File: src/rtl/cic_comb.sv
// -----------------------------------------------------------------------------
// cic_comb
//
// Comb (differentiator) section of a CIC decimator. It takes the decimated
// sample/strobe stream from the rate-reduction stage and runs it through
// CIC_N cascaded comb stages. Each stage computes y[n] = x[n] - x[n-CIC_M]
// with modular two's-complement arithmetic. There is one pipeline register
// per stage, followed by a registered MSB-truncation output stage.
//
// Parameters:
//   DATA_WIDTH_INP : input and internal datapath width (matches the integrators)
//   DATA_WIDTH_OUT : output width, <= DATA_WIDTH_INP; the MSBs are kept
//   CIC_N          : number of comb stages (>= 1)
//   CIC_M          : differential delay in decimated samples (>= 1)
//
// Ports:
//   clk           : system clock, rising edge
//   reset         : asynchronous, active-high reset
//   inp_samp_data : signed decimated input sample
//   inp_samp_str  : one-cycle strobe marking a valid input sample
//   out_samp_data : signed, truncated comb output (held between strobes)
//   out_samp_str  : one-cycle strobe, CIC_N+1 clocks after the input strobe
// -----------------------------------------------------------------------------
module cic_comb #(
  parameter int DATA_WIDTH_INP = 8,
  parameter int DATA_WIDTH_OUT = 8,
  parameter int CIC_N          = 3,
  parameter int CIC_M          = 1
) (
  input  logic                      clk,
  input  logic                      reset,
  input  logic [DATA_WIDTH_INP-1:0] inp_samp_data,
  input  logic                      inp_samp_str,
  output logic [DATA_WIDTH_OUT-1:0] out_samp_data,
  output logic                      out_samp_str
);

  genvar k;

  // One generate block per comb stage. Stage k takes its sample and valid
  // from stage k-1 (or from the module inputs for the first stage).
  for (k = 0; k < CIC_N; k++) begin : g_stage
    logic [DATA_WIDTH_INP-1:0] x_in;
    logic                      v_in;
    logic [DATA_WIDTH_INP-1:0] stage_q;
    logic                      valid_q;
    logic [DATA_WIDTH_INP-1:0] dly_q [CIC_M];

    if (k == 0) begin : g_first
      assign x_in = inp_samp_data;
      assign v_in = inp_samp_str;
    end else begin : g_chain
      assign x_in = g_stage[k-1].stage_q;
      assign v_in = g_stage[k-1].valid_q;
    end

    // The delay line moves only on valid samples. Idle cycles between
    // strobes therefore do not change the difference being computed.
    // The subtraction wraps at the full datapath width. That wrap is
    // what cancels the integrator overflow, so it must not saturate.
    always_ff @(posedge clk or posedge reset) begin
      if (reset) begin
        stage_q <= '0;
        valid_q <= 1'b0;
        for (int i = 0; i < CIC_M; i++) begin
          dly_q[i] <= '0;
        end
      end else begin
        valid_q <= v_in;
        if (v_in) begin
          stage_q  <= x_in - dly_q[CIC_M-1];
          dly_q[0] <= x_in;
          for (int i = 1; i < CIC_M; i++) begin
            dly_q[i] <= dly_q[i-1];
          end
        end
      end
    end
  end

  logic [DATA_WIDTH_INP-1:0] last_data;
  logic                      last_valid;

  assign last_data  = g_stage[CIC_N-1].stage_q;
  assign last_valid = g_stage[CIC_N-1].valid_q;

  // Output register. It keeps the top DATA_WIDTH_OUT bits of the last stage
  // and simply drops the LSBs, with no rounding. The data holds between
  // strobes. The strobe follows the last stage valid on every clock, so it
  // lasts exactly one cycle per sample.
  always_ff @(posedge clk or posedge reset) begin
    if (reset) begin
      out_samp_data <= '0;
      out_samp_str  <= 1'b0;
    end else begin
      out_samp_str <= last_valid;
      if (last_valid) begin
        out_samp_data <= last_data[DATA_WIDTH_INP-1 -: DATA_WIDTH_OUT];
      end
    end
  end

endmodule

File: config.mk
export PLATFORM = sky130hd
export DESIGN_NAME = cic_comb
export DESIGN_NICKNAME = d
export VERILOG_FILES = /design/src/rtl/cic_comb.sv
export SDC_FILE = /design/constraint.sdc
export NUM_CORES = 1
export LEC_CHECK = 0
export ABC_AREA = 1
export CAP_MARGIN = 40
export CORE_UTILIZATION = 56
export DETAILED_ROUTE_END_ITERATION = 8
export GPL_TIMING_DRIVEN = 0
export HOLD_SLACK_MARGIN = 0.02
export PLACE_DENSITY_LB_ADDON = 0.05
export SYNTH_ARGS = -nofsm -noshare
export SYNTH_HDL_FRONTEND = slang
export SYNTH_SLANG_ARGS = --single-unit
export TNS_END_PERCENT = 50
File: constraint.sdc
create_clock -name clk -period 2.4 [get_ports clk]
set_input_delay 0.48 -clock clk [delete_from_list [all_inputs] [get_ports clk]]
set_output_delay 0.48 -clock clk [all_outputs]
set_load 0.02 [all_outputs]
Yosys cells after proc, flatten, opt, wreduce, memory -nomap -nowiden
Index checks and enable logic that the tools add are counted.
- input port bits: 11
- word-level logic and storage cells: 14
- output and inout bits: 9
- flip-flop bits (word level): 60
- add/sub/neg operators: 3
- operator list (kind ; count):
    $sub A8 B8 Y8 ; 3

Depth between registers and ports, before layout
- depth in word-level cells: 1
- gate-level depth with buffers: 11

Least setup slack after synthesis
OpenSTA, ideal clock, no wires.
- path type: input to register
- from: in inp_samp_data[0]
- to: reg g_stage[0].stage_q[6]
- required time: 2283 ps
- cell stages on the path: 10
- arrival time: 1544 ps
- path buffers: 0
- library setup time: 117 ps
- slack: 739 ps
- cells stage by stage: inv_1 -> ha_1 -> inv_2 -> fa_1 -> nand2_1 -> nand2_1 -> nand3b_4 -> nand3b_1 -> nand3_1 -> nand2_1
- longest elaborated chain between the ends: 1
- RTL lines (item ; RTL line ; text):
    from (decl) ; 32 ; input logic [DATA_WIDTH_INP-1:0] inp_samp_data,
    $sub A8 B8 Y8 ; 71 ; stage_q <= x_in - dly_q[CIC_M-1];
    to (signal assigned) ; 71 ;
    to (decl) ; 45 ; logic [DATA_WIDTH_INP-1:0] stage_q;
Every way passes these cells.
A chain may end at the register's enable or synchronous reset.

Final worst setup path
Same ends and word-level chain as after synthesis.

==> impl_metrics.json <==
{
  "status": "finished clean",
  "power.share.clock_pct": 20.8,
  "gp_congestion": 0.846,
  "synth_warnings": 0,
  "setup_viol": 0,
  "crit_fanout": 3,
  "grt_max_degree": 38,
  "root_buffer": "clkbuf_8",
  "drive_above_1_share_pct": 12.2,
  "worst_ep_required_time_ps": 2630,
  "seqCellArea_um2": 1500,
  "initial_core_util_pct": 58.2,
  "layout.nets": 441,
  "grt_pass1_vias": 2290,
  "synth_top_area_cell": "dfrtp_1",
  "holdCritPathClass": "reg -> reg",
  "grt_antenna_before_repair": 0,
  "dieArea_um2": 6060,
  "use_met1_pct": 25.7,
  "fin_cells": 483,
  "p_seq_share_pct": 37.6,
  "area_delta_synth_final_pct": 14.8,
  "clock_latency_ps": 350,
  "placed_area_um2": 3520,
  "synth_commonest_cells": "nand2_1, dfrtp_1, inv_1, o21ai_0, ha_1",
  "synth_cell_types": 26,
  "placedCellCount": 467,
  "ys_seq_area_share_pct": 46.6,
  "ys_ff_latch": 60,
  "avgViaCountPerCell": 4.91,
  "synth.cell_area_um2": 3220,
  "clock-skew-final_ps": 13.9,
  "via_count": 2373,
  "multi_input_area_um2": 1480,
  "drv_cap": 0,
  "die_x_um": 77.9,
  "postCtsSetupBuffers": 0,
  "startpoint_type": "primary input",
  "min_period_ps": 1850,
  "io_pins": 20,
  "num-fill-cells": 468,
  "synthDominantCellAreaShare_pct": 46.6,
  "syn_inst": 375,
  "busiest_layer": "met2",
  "met3_usage_pct": 6.00,
  "overflow": 0,
  "die_y_um": 77.9,
  "cts_tree": "yes",
  "p_switching_w": 0.00150,
  "ir_drop_uv": 556,
  "clk_path_buf_depth": 2,
  "hold_viol": 0,
  "numCtsBuffers": 9,
  "yosysMostFrequentCell": "nand2_1",
  "switching_share_pct": 38.6,
  "combPwrFrac_pct": 41.6,
  "clk_pin_slew_ps": 70,
  "maxSlewHeadroom_pct": 64.6,
  "met2_usage_pct": 37.4,
  "drt_iter0_drc": 117,
  "cts_resized": 0,
  "slew_violations": 0,
  "drt-pass1-iter-count": 4,
  "h-tree-depth": 3,
  "total_power_w": 0.00390,
  "ys_async_sr_fraction_pct": 100,
  "track_usage_pct": 21.9,
  "ys_top_cells_by_area": "dfrtp_1, nand2_1, ha_1",
  "end_kind": "flop",
  "internal_power_w": 0.00240,
  "cts_hold_repair.buffers": 0,
  "fp-row-count": 27,
  "synth_enable_flop_cells": 0,
  "power_density_nw_per_um2": 1060,
  "power.leakage_nw": 1.92,
  "wl_per_cell_um": 11.9,
  "drt_wl_total_um": 5740,
  "antennaDiodeCount": 0,
  "drc": 0,
  "grt_pass1_wl_um": 10100,
  "hold_slack_ps": 419,
  "place.detailed.hpwl_um": 4260,
  "setup_slack_ps": 550,
  "ys.flop_type": "dfrtp_1",
  "core_area_um2": 5540,
  "syn_avg_cell_area_um2": 8.59,
  "critical_path_class": "in -> reg",
  "syn_nets": 410,
  "detail-route-antenna-nets": 0,
  "fin_crit_sh_pct": 77.1,
  "worst_pin_slew_ps": 531,
  "cts_sinks": 60,
  "portBuffers": 19,
  "arrival_ps": 2080,
  "fin_area_um2": 3700,
  "rsz0062_at_grt": "no",
  "place_ws_ps": 190,
  "clock.fmax_mhz": 540
}
==> metrics by stage <==
step           TNS [ps]  util, %
2_1_floorplan         0        -
3_3_place_gp     -36690     63.2
3_5_place_dp          0     63.6
4_1_cts               0     66.7
5_1_grt               0     66.7
6_report              0     66.7
==> per-layer routing <==
| layer | up-vias | share of wire (%) |
|---|---|---|
| li1 | 1247 | - |
| met1 | 1086 | 47 |
| met2 | 30 | 49 |
| met3 | 10 | 2.4 |
| met4 | 0 | 2.3 |
| met5 | - | 0 |
==> final timing paths <==
kind | slack, ps | cells after the start | startpoint | to
min in group asynchronous | 480 | 2 | reset | g_stage[0].dly_q[2]
worst min-delay path | 420 | 0 | g_stage[2].valid_q | out_samp_str
worst min register to register | 420 | 0 | g_stage[2].valid_q | out_samp_str
worst max-delay path | 550 | 11 | inp_samp_data[0] | g_stage[0].stage_q[6]
worst max register to register | 670 | 10 | g_stage[1].stage_q[0] | g_stage[2].stage_q[6]
max in group asynchronous | 1330 | 3 | reset | g_stage[0].stage_q[6]
==> kinds of logic (layout without fill, tap and decap cells) <==
family,Yosys count,count (layout),share of synthesized area (%)
simple gates,176,176,25.2
flops,60,60,46.6
buf+inv,58,94,7.57
compound gates,46,46,7.22
fa+ha+maj,24,24,10.0
xor+xnor,6,6,1.63
mux,5,5,1.75
==> flip-flops by register name, indices dropped and copies added, names as in the netlist <==
name,count
g_stage.valid_q,3
g_stage.stage_q,24
out_samp_data,8
g_stage.dly_q,24
out_samp_str,1
==> worst max-delay path, cell delays in order <==
cell and delay, ps:
clkdlybuf4s50_1 400, inv_1 80, ha_1 160, inv_2 40
fa_1 370, nand2_1 90, nand2_1 120, nand3b_4 100
nand3b_1 70, nand3_1 100, nand2_1 50
==> layout make-up <==
class / instances / area share (%)
plain buffers: 9 / 1.62
clock buffers: 9 / 3.35
clock inverters: 7 / 1.39
inverters: 49 / 4.97
multi-input cells: 257 / 39.9
flip-flops and latches: 60 / 40.6
well taps: 72 / 2.44
repair buffers: 20 / 5.69
==> power by group through the flow <==
stage / clock [W] / combinational (W) / sequential, W
2_1_floorplan: 0 / 0.00116 / 0.00152
3_3_place_gp: 0 / 0.00157 / 0.00148
3_5_place_dp: 0 / 0.00162 / 0.00149
4_1_cts: 0.000836 / 0.00163 / 0.00147
5_1_grt: 0.000880 / 0.00184 / 0.00151
6_report: 0.000811 / 0.00162 / 0.00147
==> placed cells by master, fill, tap and decap left out <==
master           instances
nand2_1                122
dfrtp_1                 60
inv_1                   44
o21ai_0                 27
ha_1                    21
nand3_1                 20
clkdlybuf4s50_1         19
nor2_1                  14
a21oi_1                 12
clkbuf_8                 9
or2_4                    6
buf_2                    6
xor2_1                   6
nand3b_1                 5
mux2_2                   5
o21ai_1                  5
inv_2                    4
nand3b_4                 3
fa_1                     3
nand2_2                  2
buf_6                    2
o22ai_1                  2
clkinv_2                 2
inv_6                    2
clkinvlp_4               2
buf_4                    1
clkinv_1                 1
nand2_4                  1
nor2_2                   1
nand3_2                  1
nand3b_2                 1
clkinv_4                 1
buf_12                   1
Power figures use the tool's default switching activity.
